[config.mk]
export PLATFORM = sky130hd
export DESIGN_NAME = region_interconnect
export DESIGN_NICKNAME = d
export VERILOG_FILES = /design/src/rtl/region_interconnect.sv
export SDC_FILE = /design/constraint.sdc
export NUM_CORES = 1
export LEC_CHECK = 0
export CORE_ASPECT_RATIO = 0.7
export CORE_MARGIN = 4
export CORE_UTILIZATION = 30
export CTS_BUF_LIST = sky130_fd_sc_hd__clkbuf_8
export DETAILED_ROUTE_END_ITERATION = 10
export PLACE_DENSITY = 0.6
export SLEW_MARGIN = 20
export SYNTH_ARGS = -nofsm -noshare
export SYNTH_HDL_FRONTEND = slang
export SYNTH_SLANG_ARGS = --single-unit
[constraint.sdc]
create_clock -name clk -period 10.1 [get_ports clk]
set_clock_uncertainty 0.15 [all_clocks]
set_input_delay 3.03 -clock clk [delete_from_list [all_inputs] [get_ports clk]]
set_output_delay 3.03 -clock clk [all_outputs]
set_load 0.02 [all_outputs]
[src/rtl/region_interconnect.sv]
// region_interconnect: one data master to REGIONS base/end-decoded slaves with req/ack handshake.
// Optional macro REGION_INTERCONNECT_TIMEOUT_EN: abandon ACCESS with an error after TIMEOUT unacknowledged cycles.
module region_interconnect #(
    parameter int unsigned REGIONS = 4,
    parameter int unsigned ADDR_W  = 32,
    parameter int unsigned DATA_W  = 32,
    parameter int unsigned TIMEOUT = 16
) (
    input  logic                        clk,
    input  logic                        reset,
    input  logic [REGIONS*ADDR_W-1:0]   region_base,
    input  logic [REGIONS*ADDR_W-1:0]   region_end,
    input  logic                        req_m,
    input  logic                        we_m,
    input  logic [ADDR_W-1:0]           addr_m,
    input  logic [DATA_W-1:0]           wd_m,
    input  logic [DATA_W/8-1:0]         be_m,
    output logic                        ready_m,
    output logic                        err_m,
    output logic [DATA_W-1:0]           rd_m,
    output logic [REGIONS-1:0]          req_s,
    output logic [REGIONS-1:0]          we_s,
    output logic [ADDR_W-1:0]           addr_s,
    output logic [DATA_W-1:0]           wd_s,
    output logic [DATA_W/8-1:0]         be_s,
    input  logic [REGIONS-1:0]          ack_s,
    input  logic [REGIONS*DATA_W-1:0]   rd_s
);
    localparam int unsigned BE_W  = DATA_W / 8;
    localparam int unsigned SEL_W = (REGIONS > 1) ? $clog2(REGIONS) : 1;

    typedef enum logic [1:0] {IDLE, ACCESS, RESP, ERR} state_e;

    state_e              state_q, state_d;
    logic [SEL_W-1:0]    sel_q, sel_d;
    logic                we_q, we_d;
    logic [ADDR_W-1:0]   addr_q, addr_d;
    logic [DATA_W-1:0]   wd_q, wd_d;
    logic [BE_W-1:0]     be_q, be_d;
    logic [DATA_W-1:0]   rd_q, rd_d;

`ifdef REGION_INTERCONNECT_TIMEOUT_EN
    localparam int unsigned CNT_W = (TIMEOUT > 1) ? $clog2(TIMEOUT + 1) : 1;
    logic [CNT_W-1:0]    cnt_q, cnt_d;
`endif

    logic                hit;
    logic [SEL_W-1:0]    hit_idx;
    logic [ADDR_W-1:0]   hit_base;

    // First matching region wins, so lower indices take priority on overlap.
    always_comb begin
        hit      = 1'b0;
        hit_idx  = '0;
        hit_base = '0;
        for (int unsigned i = 0; i < REGIONS; i++) begin
            if (!hit && addr_m >= region_base[i*ADDR_W +: ADDR_W]
                     && addr_m <  region_end[i*ADDR_W +: ADDR_W]) begin
                hit      = 1'b1;
                hit_idx  = SEL_W'(i);
                hit_base = region_base[i*ADDR_W +: ADDR_W];
            end
        end
    end

    always_comb begin
        state_d = state_q;
        sel_d   = sel_q;
        we_d    = we_q;
        addr_d  = addr_q;
        wd_d    = wd_q;
        be_d    = be_q;
        rd_d    = rd_q;
`ifdef REGION_INTERCONNECT_TIMEOUT_EN
        cnt_d   = cnt_q;
`endif
        case (state_q)
            IDLE: begin
                if (req_m) begin
                    if (hit) begin
                        sel_d   = hit_idx;
                        we_d    = we_m;
                        addr_d  = addr_m - hit_base;
                        wd_d    = wd_m;
                        be_d    = be_m;
                        state_d = ACCESS;
`ifdef REGION_INTERCONNECT_TIMEOUT_EN
                        cnt_d   = '0;
`endif
                    end else begin
                        rd_d    = '0;
                        state_d = ERR;
                    end
                end
            end
            ACCESS: begin
                if (ack_s[sel_q]) begin
                    rd_d    = we_q ? '0 : rd_s[sel_q*DATA_W +: DATA_W];
                    state_d = RESP;
                end
`ifdef REGION_INTERCONNECT_TIMEOUT_EN
                else if (cnt_q == CNT_W'(TIMEOUT - 1)) begin
                    rd_d    = '0;
                    state_d = ERR;
                end else begin
                    cnt_d   = cnt_q + 1'b1;
                end
`endif
            end
            default: state_d = IDLE;
        endcase
    end

    always_ff @(posedge clk) begin
        if (!reset) begin
            state_q <= IDLE;
            sel_q   <= '0;
            we_q    <= 1'b0;
            addr_q  <= '0;
            wd_q    <= '0;
            be_q    <= '0;
            rd_q    <= '0;
`ifdef REGION_INTERCONNECT_TIMEOUT_EN
            cnt_q   <= '0;
`endif
        end else begin
            state_q <= state_d;
            sel_q   <= sel_d;
            we_q    <= we_d;
            addr_q  <= addr_d;
            wd_q    <= wd_d;
            be_q    <= be_d;
            rd_q    <= rd_d;
`ifdef REGION_INTERCONNECT_TIMEOUT_EN
            cnt_q   <= cnt_d;
`endif
        end
    end

    always_comb begin
        req_s = '0;
        we_s  = '0;
        if (state_q == ACCESS) begin
            req_s[sel_q] = 1'b1;
            we_s[sel_q]  = we_q;
        end
    end

    assign ready_m = (state_q == RESP) || (state_q == ERR);
    assign err_m   = (state_q == ERR);
    assign rd_m    = rd_q;
    assign addr_s  = addr_q;
    assign wd_s    = wd_q;
    assign be_s    = be_q;
endmodule

# Word-level counts from Yosys, hierarchy flattened
# Index checks and enable logic that the tools add are counted.
dict set report classes {
  muxes 26
  bitwise 1
  magnitude_cmp 10
  shifts 1
  n_eq_ne 6
  reduce_logical 17
  addsub 1
}
# op count
set op_table {}
lappend op_table {{32-bit two-way mux} 8}
lappend op_table {{32-bit greater-or-equal comparator} 4}
lappend op_table {{32-bit < comparator} 4}
lappend op_table {{128-bit by 8-bit variable part select with 32-bit output} 1}
lappend op_table {{32-bit case mux with 2 select lines} 1}
lappend op_table {{32-bit subtractor} 1}
lappend op_table {{2-bit two-way mux} 5}
lappend op_table {{1-bit logical AND} 8}
lappend op_table {{4-bit two-way mux} 2}
lappend op_table {{1-bit two-way mux} 7}
lappend op_table {{2-bit != test (second input constant)} 3}
lappend op_table {{4-bit AND} 1}
lappend op_table {{2-bit equality test (second input constant)} 2}
lappend op_table {{2-bit case mux with 2 select lines} 1}
lappend op_table {{4-bit AND reduction} 1}
lappend op_table {{1-bit logical NOT} 3}
lappend op_table {{2-bit by 3-bit < comparator with 1-bit output (second input constant)} 1}
lappend op_table {{3-bit AND reduction} 1}
lappend op_table {{1-bit binary-select mux with 2-bit select} 1}
lappend op_table {{1-bit demux with 2-bit select} 1}
lappend op_table {{2-bit by 1-bit equality test with 1-bit output (second input constant)} 1}
lappend op_table {{2-bit by 1-bit greater-or-equal comparator with 1-bit output (second input constant)} 1}
lappend op_table {{2-bit logical NOT} 1}
lappend op_table {{2-bit AND reduction} 1}
lappend op_table {{other kinds (2)} 2}
dict set report word_totals {
  register_bits 105
  input_bits 460
  elab_cells 69
  out_inout_bits 110
}

# Depth between registers and ports, before layout
dict set report logic_depth {
  depth_word 18
  mapped_depth 26
  mapped_depth_nobuf 24
}

# Worst setup path after synthesis
# OpenSTA, ideal clock, no wires.
dict set report synth_timing {
  path_kind {input to register}
  startpoint {input region_base[53]}
  endpoint {register addr_q[31], in the netlist addr_s[31]}
  arrival_ns 7.868
  stages 24
  setup_time_ns 0.121
  path_buffers 2
  required_ns 9.829
  slack_ns 1.960
  path_cell_list {inv_1 > ha_1 > and4_1 > a221oi_1 > a2111oi_0 > a21oi_1 > nor4b_4 > nor2b_1 > clkbuf_1 > buf_2 > a22oi_1 > nor2_1 > a221oi_1 > ha_1 > a21oi_1 > nand2b_1 > o21a_1 > a22o_1 > a311oi_4 > a211oi_1 > or3_1 > or3_1 > a211oi_2 > nor4bb_1}
}
dict set report synth_via {
  elab_chain_len 13
  elab_cells_between_ends 17
  cone_classes {add/sub (1); order compare (1); mux (6); reduce/logical (9)}
}
# item line
set synth_lines {}
lappend synth_lines {{start: declaration} 11} ;# input logic [REGIONS*ADDR_W-1:0] region_base,
lappend synth_lines {{32-bit greater-or-equal comparator} 57} ;# if (!hit && addr_m >= region_base[i*ADDR_W +: ADDR_W]
lappend synth_lines {{1-bit logical AND} 57}
lappend synth_lines {{1-bit logical AND} 58} ;# && addr_m < region_end[i*ADDR_W +: ADDR_W]) begin
lappend synth_lines {{1-bit two-way mux} 57}
lappend synth_lines {{1-bit logical NOT} 57}
lappend synth_lines {{1-bit logical AND} 57}
lappend synth_lines {{1-bit logical AND} 58}
lappend synth_lines {{1-bit two-way mux} 57}
lappend synth_lines {{1-bit logical NOT} 57}
lappend synth_lines {{1-bit logical AND} 57}
lappend synth_lines {{1-bit logical AND} 58}
lappend synth_lines {{32-bit two-way mux / 1-bit two-way mux (equally long branches)} 57}
lappend synth_lines {{32-bit subtractor / 3-bit AND reduction (equally long branches)} --}
lappend synth_lines {{end signal: assignment} 130} ;# addr_q <= addr_d;
lappend synth_lines {{end: declaration} 37} ;# logic [ADDR_W-1:0] addr_q, addr_d;
# Parallel ways exist; a longest one is shown, timed or not.
# A chain may end at the register's enable or synchronous reset.

# Final worst setup path
dict set report layout_timing {
  startpoint {input addr_m[21]}
  endpoint {register addr_q[30], in the netlist addr_s[30]}
}
dict set report layout_via {
  elab_chain_len 16
  elab_cells_between_ends 28
  cone_classes {add/sub (1); order compare (8); mux (8); reduce/logical (11)}
}
# item line
set layout_lines {}
lappend layout_lines {{start: declaration} 15} ;# input logic [ADDR_W-1:0] addr_m,
lappend layout_lines {{32-bit greater-or-equal comparator / 32-bit < comparator (equally long branches)} {57, 58}}
lappend layout_lines {{1-bit logical AND} 58}
lappend layout_lines {{1-bit two-way mux} 57}
lappend layout_lines {{1-bit logical NOT} 57}
lappend layout_lines {{1-bit logical AND} 57}
lappend layout_lines {{1-bit logical AND} 58}
lappend layout_lines {{1-bit two-way mux} 57}
lappend layout_lines {{1-bit logical NOT} 57}
lappend layout_lines {{1-bit logical AND} 57}
lappend layout_lines {{1-bit logical AND} 58}
lappend layout_lines {{1-bit two-way mux} 57}
lappend layout_lines {{1-bit logical NOT} 57}
lappend layout_lines {{1-bit logical AND} 57}
lappend layout_lines {{1-bit logical AND} 58}
lappend layout_lines {{32-bit two-way mux / 1-bit two-way mux (equally long branches)} 57}
lappend layout_lines {{32-bit subtractor / 3-bit AND reduction (equally long branches)} --}
# Parallel ways exist; a longest one is shown, timed or not.

==> run metrics <==
post-synthesis instance area 13000 um2; detail-routed via count per cell 5.21; starting density of the core 0.305; post-route clock period utilization 0.975; category of the critical setup timing path input pin to flop; Critical Path Sink Type flop; clock input transition at the sequential cells of the worst setup and hold paths 100 ps; total leakage power 9.04 nW; most used flip-flop cell after synthesis dfxtp_1; Arr. time, crit path 9960 ps; area of the die 46800 um2; grt ovf 0; crit path time final 9840 ps; worst setup margin 257 ps; number of antenna violations at the first check in global routing 15; Yosys Warn Count 0; vias in the first global route 14400; most frequent cells in the layout 569 x clkdlybuf4s50_1, 283 x ha_1, 262 x inv_1; fraction of final layout cells sized beyond drive strength 1 0.0574; iteration-0 DRC count of the detailed router 869; Die Y-Extent 182 um; quantity of hold-fixing buffers added after cts 0; status completed; worst vdd rail ir drop 0.0887 mV; Antenna Violating Nets Remaining 0; sequential cell area fraction in the yosys report 0.162; Placer Congestion 0.916; WP data required 10210 ps; total wirelength of the detailed-routed design 59500 um; count of TritonRoute iterations in the first routing pass 5; post-route DRC violation count 0; share of the core filled with cells 0.465; total count of max-transition violations in the final report 0; vias 14100; Post-synth EDFFs 0; sum of met2 wire segment lengths after detailed routing 27700 um; kind of start point of the critical path input pin; fraction of registers with async set or reset after synthesis 0; worst-case headroom to the max-slew limit 0.191; Tot GR Track Use 0.242; latest clock arrival within the worst-skew pair 400 ps; leading cell type in the layout, fill and taps excluded clkdlybuf4s50_1; die span in x 257 um; maximum fanout count along the critical path 9; hpwl dp 51400 um; # nets final 2881; maxcap violations 0; core region area 42600 um2; average cell area after synthesis 8.36 um2; Top Layer Used met5; post-synthesis register bit count 105; pin count of the biggest net entering global routing 71; sum of routed wire segments on met1 26600 um; Ports 570; Place WS -24.8 ps; number of buffers inserted by post-CTS setup repair 0; setup-violating endpoint count in the final report 0; clock tree from TritonCTS built; Clock Tree Root clkbuf_8; TritonCTS Sinks 105; Cells after Synth 1555; Post-CTS Resized 0; Hold Violations, Final 0; Port Buf Inserts 569; met3 layer wire length in the routed design 3820 um; buffer levels on the longest clock path 2; maximum level of the CTS H-tree 3; Pwr per Cell Area 99.9 nW/um2; average detailed-routed wire length per instance 22.0 um; # fillers 4168; number of unique standard cell types used by synthesis 76; first-pass GRT wire length 86900 um; highest achievable clock rate 102 MHz; growth of design area from synthesis to finish 52.3%; pin slew with the least headroom to its limit 1180 ps; type of the worst min-delay path flop to flop; Row Count 63; number of buffers created by CTS 9; number of nets in the synthesized netlist 2299
## flip-flops by register name (all words and copies together) (netlist names)
register	count
addr_s	32
be_s	4
rd_m	32
sel_q	2
state_q	2
wd_s	32
we_q	1
## stage by stage
stage	instances	hold slack [ps]	power [W]	instance area, um2	TNS [ps]
detailed placement	2675	315	0.00170	19500	-24.8
global route	2701	363	0.00213	19800	-1.04
floorplan	1555	334	0.00118	13000	0
CTS	2691	342	0.00199	19700	0
finish	2702	338	0.00198	19800	0
global placement	2675	312	0.00169	19500	0
## kinds of logic after synthesis
logic type      Yosys count  share of synthesized area
fa+ha+maj               284                      0.274
flops                   105                      0.162
xor+xnor                 25                     0.0169
buf+inv                 308                     0.0943
compound gates          398                      0.217
mux                      97                      0.107
simple gates            338                      0.130
## Yosys cell counts (3+ instances only)
| master | n | area (um2) |
|---|---|---|
| nor3_1 | 14 | 70.1 |
| a22o_1 | 33 | 289 |
| clkbuf_1 | 28 | 105 |
| a21o_1 | 52 | 390 |
| o211ai_1 | 9 | 67.6 |
| nor3b_1 | 5 | 37.5 |
| ha_1 | 283 | 3540 |
| buf_6 | 6 | 67.6 |
| o21ai_0 | 48 | 240 |
| a221o_1 | 3 | 30.0 |
| mux4_2 | 33 | 743 |
| dfxtp_1 | 105 | 2100 |
| a2111oi_0 | 7 | 61.3 |
| nor2_1 | 145 | 544 |
| and3_1 | 7 | 43.8 |
| nand4_1 | 27 | 169 |
| inv_1 | 260 | 976 |
| nand3b_1 | 3 | 22.5 |
| nand3_1 | 19 | 95.1 |
| a22oi_1 | 34 | 255 |
| mux2i_1 | 64 | 641 |
| buf_2 | 7 | 35.0 |
| nor2b_1 | 12 | 75.1 |
| buf_4 | 4 | 30.0 |
| o31ai_1 | 4 | 30.0 |
| a211oi_1 | 14 | 105 |
| and4_1 | 7 | 61.3 |
| nand2_1 | 56 | 210 |
| o21a_1 | 8 | 60.1 |
| o21ai_1 | 7 | 35.0 |
| nand2b_1 | 18 | 113 |
| a2111oi_2 | 3 | 45.0 |
| nor4_1 | 3 | 18.8 |
| a31oi_1 | 6 | 37.5 |
| xnor2_1 | 18 | 158 |
| xor2_1 | 7 | 61.3 |
| o21bai_1 | 4 | 30.0 |
| a21oi_1 | 98 | 490 |
| a221oi_1 | 39 | 342 |
| or3_1 | 3 | 18.8 |
| or4_1 | 5 | 37.5 |
## path summary, 6_finish.rpt
kind	from	slack, ps	to	cells after the start
setup reg to reg	sel_q[0]$_SDFFE_PN0P_	7080	rd_m[23]$_SDFFE_PN0P_	5
hold reg to reg	rd_m[24]$_SDFFE_PN0P_	340	rd_m[24]$_SDFFE_PN0P_	1
setup / recovery	addr_m[21]	260	addr_s[30]$_SDFFE_PN0P_	25
hold / removal	rd_m[24]$_SDFFE_PN0P_	340	rd_m[24]$_SDFFE_PN0P_	1
## cell type report
class / instances / area (um2) / share of cell area
diodes: 8 / 20.0 / 0.00101
clock buffers: 10 / 138 / 0.00696
clock inverters: 6 / 58.8 / 0.00297
inverters: 261 / 980 / 0.0495
multi-input cells: 1142 / 9690 / 0.490
flip-flops and latches: 105 / 2100 / 0.106
well taps: 552 / 691 / 0.0349
repair buffers: 618 / 6100 / 0.308
## metal layers
metal | up-vias | global-route usage
met3 | 76 | 0.0565
li1 | 6825 | -
met4 | 14 | 0.0632
met1 | 6708 | 0.316
met2 | 455 | 0.403
met5 | - | 0
## report_power, final
group | switching (W) | internal (W) | leakage [nW] | total (W)
logic | 0.000609 | 0.000597 | 8.08 | 0.00121
registers | 0.0000298 | 0.000461 | 0.856 | 0.000491
clock network | 0.000159 | 0.000120 | 0.105 | 0.000280
## critical path, stage by stage
cell	delay [ps]
clkdlybuf4s50_1	840
ha_1	360
nand4_1	130
or4_1	180
a21oi_1	100
a2111oi_0	1000
o31ai_2	230
nor4b_4	280
buf_4	190
nor4b_4	60
buf_12	160
buf_4	130
a221oi_1	400
fa_1	310
a21o_1	140
a21o_1	180
a21oi_1	120
nor4b_1	540
o211ai_1	330
a2111oi_0	610
buf_4	210
o31ai_1	90
xnor2_1	130
mux2i_1	130
nor2_1	50
(Power assumes the default switching activity.)
==> variant 1, RTL diff (config.mk and constraints unchanged) <==
Set the parameter `ADDR_W` to 64 (it was 32).
--- a/src/rtl/region_interconnect.sv
+++ b/src/rtl/region_interconnect.sv
@@ -2,7 +2,7 @@
 // Optional macro REGION_INTERCONNECT_TIMEOUT_EN: abandon ACCESS with an error after TIMEOUT unacknowledged cycles.
 module region_interconnect #(
     parameter int unsigned REGIONS = 4,
-    parameter int unsigned ADDR_W  = 32,
+    parameter int unsigned ADDR_W  = 64,
     parameter int unsigned DATA_W  = 32,
     parameter int unsigned TIMEOUT = 16
 ) (
Interface: changed (resized addr_m, addr_s, region_base and region_end); port bits go from 570 to 890. The function was not compared with the original's and may differ.
==> variant 1 against the original RTL <==
  * Total power rose by 83%
  * Register-to-register slack improved by 0.33 ns
  * Worst setup slack improved by 0.19 ns
  * Critical path depth rose by 2
  * Synthesized area rose by 80%
  * Sequential cell count rose by 32
  * Die area rose by 77%
  * Wire length rose by 100%
  * Hold slack got worse by 0.0092 ns
  * Design area rose by 78%
  * Critical path type unchanged
  * Largest power group unchanged
==> variant 1: results (changes against the original RTL) <==
[status]
outcome=complete, no violations

[synthesis]
synth_area_leaders=ha_1, dfxtp_1, inv_1
yosysSeqAreaShare_pct=11.7  ; -4.5 points
netlist_top_cells_count=ha_1, inv_1, nor2_1
synth.distinct_cells=92  ; +21%
syn_avg_cell_area_um2=7.75  ; -7.2%
syn_nets=4339  ; +89%

[drt]
viasPerCell=5.17  ; -0.68%
drt_iter0_drc=2048  ; +140%
via_count=26400  ; +88%

[final_layout]
synthToLayoutAreaGrowth_pct=50.5
fillerInstances=7696  ; +85%
fin_nets=5355  ; +86%
drive_above_1_share_pct=7.11  ; +1.4 points

[sta]
worst_pin_slew_ns=1.11  ; -0.0715 ns
final.min_clock_period_ns=9.65  ; -0.190 ns

[worst_setup_path]
crit_fanout=28  ; +19
endpoint=addr_s[40]
r2r-end=wd_s[8]
r2r_start=state_q[0]
cp-startpoint=addr_m[17]
arrival_ns=9.89  ; -0.07 ns
cp_slowest_stage_delay_ns=0.70  ; -0.30 ns
cpMaxStageDelayCell=clkdlybuf4s50_1

[placement]
postPlaceCellArea_um2=34700  ; +78%
gp_congestion=0.944  ; +3.0%
placement.io_buffers=889  ; +56%
dp.cells=5060  ; +89%

[grt]
antenna_found_initial=31  ; +16
grt.total_usage_pct=28.3  ; +4.1 points

[cts]
htreeDepth=4  ; +1
clkLatencyLatePin_ns=0.53  ; +0.13 ns
cts_made_buffers=17  ; +8

[power]
p_leak_nw=16.7  ; +85%
vdd_ir_drop_max_uv=97.1  ; +9.5%
switching_power_mw=1.58  ; +98%

variant 1: cell count changes in the layout (fill, tap and decap cells not counted), sizes merged, moves of 105 or more:
cell           delta
a21oi           +119
ha              +288
clkdlybuf4s50   +320
inv             +277
nor2            +105
buf             +146
variant 1: area by class of cell:
type                    instances  share of cell area [%]
multi-input cells            2260                    51.8
inverters                     535                    5.71
repair buffers               1084                    29.6
clock inverters                15                   0.593
diodes                         17                   0.121
clock buffers                  17                   0.664
flip-flops and latches        137                    7.79
well taps                    1044                    3.71
variant 1: power groups by stage:
stage	combinational (mW)	clock, mW	sequential [mW]
floorplan	1.19	0	0.736
global placement	2.38	0	0.665
detailed placement	2.38	0	0.665
CTS	2.40	0.582	0.655
global route	2.62	0.598	0.662
finish	2.40	0.554	0.654
variant 1: kinds of logic (layout without fill, tap and decap cells):
family          Yosys count  after routing  share of synthesized area, %
other cells               0             17                             0
mux                     119            119                          6.88
fa+ha+maj               572            572                          30.6
buf+inv                 622           1651                          10.5
simple gates            697            697                          14.3
xor+xnor                 52             52                          2.01
flops                   137            137                          11.7
compound gates          820            820                          24.0
variant 1: critical path: cells and delay by family:
kind / cells / cell delay (ns)
AND/OR/NAND/NOR: 6 / 1.63
adder cells (fa/ha/maj): 3 / 0.90
buffers and inverters: 3 / 0.96
AO/OA/AOI/OAI: 14 / 3.11
XOR/XNOR: 1 / 0.21
variant 1: how the worst min path moves through the flow:
stage | endpoint | slack [ns] | cells after the start
floorplan | state_q[1] | 0.33 | 1
global placement | rd_m[1] | 0.31 | 1
detailed placement | rd_m[17] | 0.31 | 1
CTS | addr_s[52] | 0.33 | 2
global route | rd_m[1] | 0.35 | 1
finish | addr_s[52] | 0.33 | 2
variant 1: layer usage:
layer  GRT usage (%)  routed length (µm)  share of wire [%]
met2            45.7               54100                 45
met1            37.5               53800                 44
met5               0                 173               0.14
met3            7.71               10600                8.7
met4            6.02                2620                2.2
==> variant 2, RTL diff (config.mk and constraints unchanged) <==
Made on the original files. Take the reset off `wd_q` and load it in a clocked block of its own.
--- a/src/rtl/region_interconnect.sv
+++ b/src/rtl/region_interconnect.sv
@@ -117,7 +117,6 @@
             sel_q   <= '0;
             we_q    <= 1'b0;
             addr_q  <= '0;
-            wd_q    <= '0;
             be_q    <= '0;
             rd_q    <= '0;
 `ifdef REGION_INTERCONNECT_TIMEOUT_EN
@@ -128,13 +127,16 @@
             sel_q   <= sel_d;
             we_q    <= we_d;
             addr_q  <= addr_d;
-            wd_q    <= wd_d;
             be_q    <= be_d;
             rd_q    <= rd_d;
 `ifdef REGION_INTERCONNECT_TIMEOUT_EN
             cnt_q   <= cnt_d;
 `endif
         end
+    end
+
+    always_ff @(posedge clk) begin
+        wd_q <= wd_d;
     end
 
     always_comb begin
Check against the original RTL: not equivalent (Yosys sat finds a counterexample within 4 cycles, from zero or initial values and one cycle with reset low).
==> variant 2 against the original RTL <==
  * Total power fell by 1.4%
  * Count of clock-buffer cells in the layout fell by 1
  * Non-clock buffer count fell by 13
  * Die area fell by 1.1%
  * Via count fell by 2.1%
  * Cell count fell by 0.67%
  * Largest cell class unchanged
  * Critical path depth rose by 2
  * Design area fell by 1.0%
  * First-iteration DRC count fell by 0.69%
  * Worst setup slack improved by 0.34 ns
  * Sequential cell count did not move
  * Core utilization fell by 0.22 points
  * Synthesized area fell by 1.1%
  * Wire length fell by 2.7%
  * Highest routed layer unchanged
==> variant 2: results (changes against the original RTL) <==
[worst_setup_path]
arrival_ns=9.69  ; -0.27 ns
cp_slowest_stage_delay_ns=0.59  ; -0.41 ns
ff2ff_path_depth=6  ; +1
cp-startpoint=addr_m[31]
crit_fanout=33  ; +24
r2r_slack_ns=7.34  ; +0.26 ns
r2r-end=rd_m[24]

[hold_path]
holdPathStages=2  ; +1
hold_end=addr_s[15]
hold_path_startpoint=addr_s[15]

[grt]
use_met3_pct=4.55  ; -1.1 points
grt.total_usage_pct=23.8  ; -0.34 points
antenna_found_initial=8  ; -7
grt_use_met2_pct=37.8  ; -2.5 points
met1_usage_pct=34.2  ; +2.5 points
grt_max_degree=66  ; -7.0%
grt_pass1_wl_um=84900  ; -2.4%

[drt]
drt_wl_total_um=57900  ; -2.7%
drt_iter0_drc=863  ; -0.69%
via_count=13800  ; -2.1%
wl_per_cell_um=21.6  ; -2.0%

[die]
die_area_um2=46300  ; -1.1%

[synthesis]
netlist_top_cells_count=ha_1, inv_1, a21oi_1
synth_compound_area_share_pct=22.5  ; +0.76 points
synth_xor_area_share_pct=1.64  ; -0.049 points
synthMuxAreaShare_pct=6.17  ; -4.5 points
synth_area_leaders=ha_1, dfxtp_1, inv_1
synth.distinct_cells=70  ; -7.9%
synth-edff-count=32  ; +32
yosysSeqAreaShare_pct=18.9  ; +2.7 points
syn_inst=1556  ; +0.064%
syn_nets=2300  ; +0.043%
synthAdderAreaFrac_pct=27.7  ; +0.31 points

[final_layout]
drive_above_1_share_pct=4.66  ; -1.1 points
multi_input_area_share_pct=47.3  ; -1.7 points
antennaDiodeCount=6  ; -2
n_clock_buffer=9  ; -1
buf_share_pct=30.7  ; -0.14 points
buffers=605  ; -2.1%
fillerInstances=4181  ; +0.31%
clock_area_share_pct=1.04  ; +0.049 points
fin_nets=2865  ; -0.56%
inverters=258  ; -1.1%
seq_share_pct=12.4  ; +1.7 points
regArea_um2=2420  ; +15%

[sta]
fin_ws_ns=0.592  ; +0.336 ns
holdWs_ns=0.323  ; -0.0152 ns
maxSlewHeadroom_pct=46.5  ; +27 points

[cts]
htreeDepth=3  ; unchanged
cts_buffer_depth=2  ; unchanged

[placement]
postPlaceCellArea_um2=19400  ; -0.88%
gp_congestion=0.950  ; +3.7%
dp.final_hpwl_um=50200  ; -2.3%
dp_slack_ns=0.372  ; +0.397 ns
dp.cells=2662  ; -0.49%

[power]
p_leak_nw=8.88  ; -1.7%
vdd_ir_drop_max_uv=57.6  ; -35%

[status]
outcome=complete, no violations

[variant 2: changes by cell type in the layout (fill, tap and decap cells not counted), moves of 32 or more]
cell,before,now
a21oi_1,98,145
edfxtp_1,0,32
nor3_1,14,46
a22oi_1,34,0
mux2i_1,64,5
nor2_1,144,86
dfxtp_1,104,72
nand2_1,56,98
[variant 2: power breakdown]
| group | internal, mW | switching (mW) |
|---|---|---|
| registers | 0.487 | 0.0264 |
| clock network | 0.0991 | 0.176 |
| logic | 0.563 | 0.598 |
| total | 1.15 | 0.800 |
[variant 2: worst register-to-register path, cell delays in order, from the launching register on]
cell and delay (ns):
dfxtp_2 0.33, buf_4 0.55, mux4_2 0.73, a32oi_1 0.23, o21a_1 0.14, buf_4 0.35
a22o_1 0.23
[variant 2: metal layers]
metal,vias to the layer above,wire length [µm],share of wire [%]
li1,6797,-,-
met1,6548,28100,49
met2,384,25900,45
met3,49,2960,5.1
met4,6,879,1.5
met5,-,47,0.081
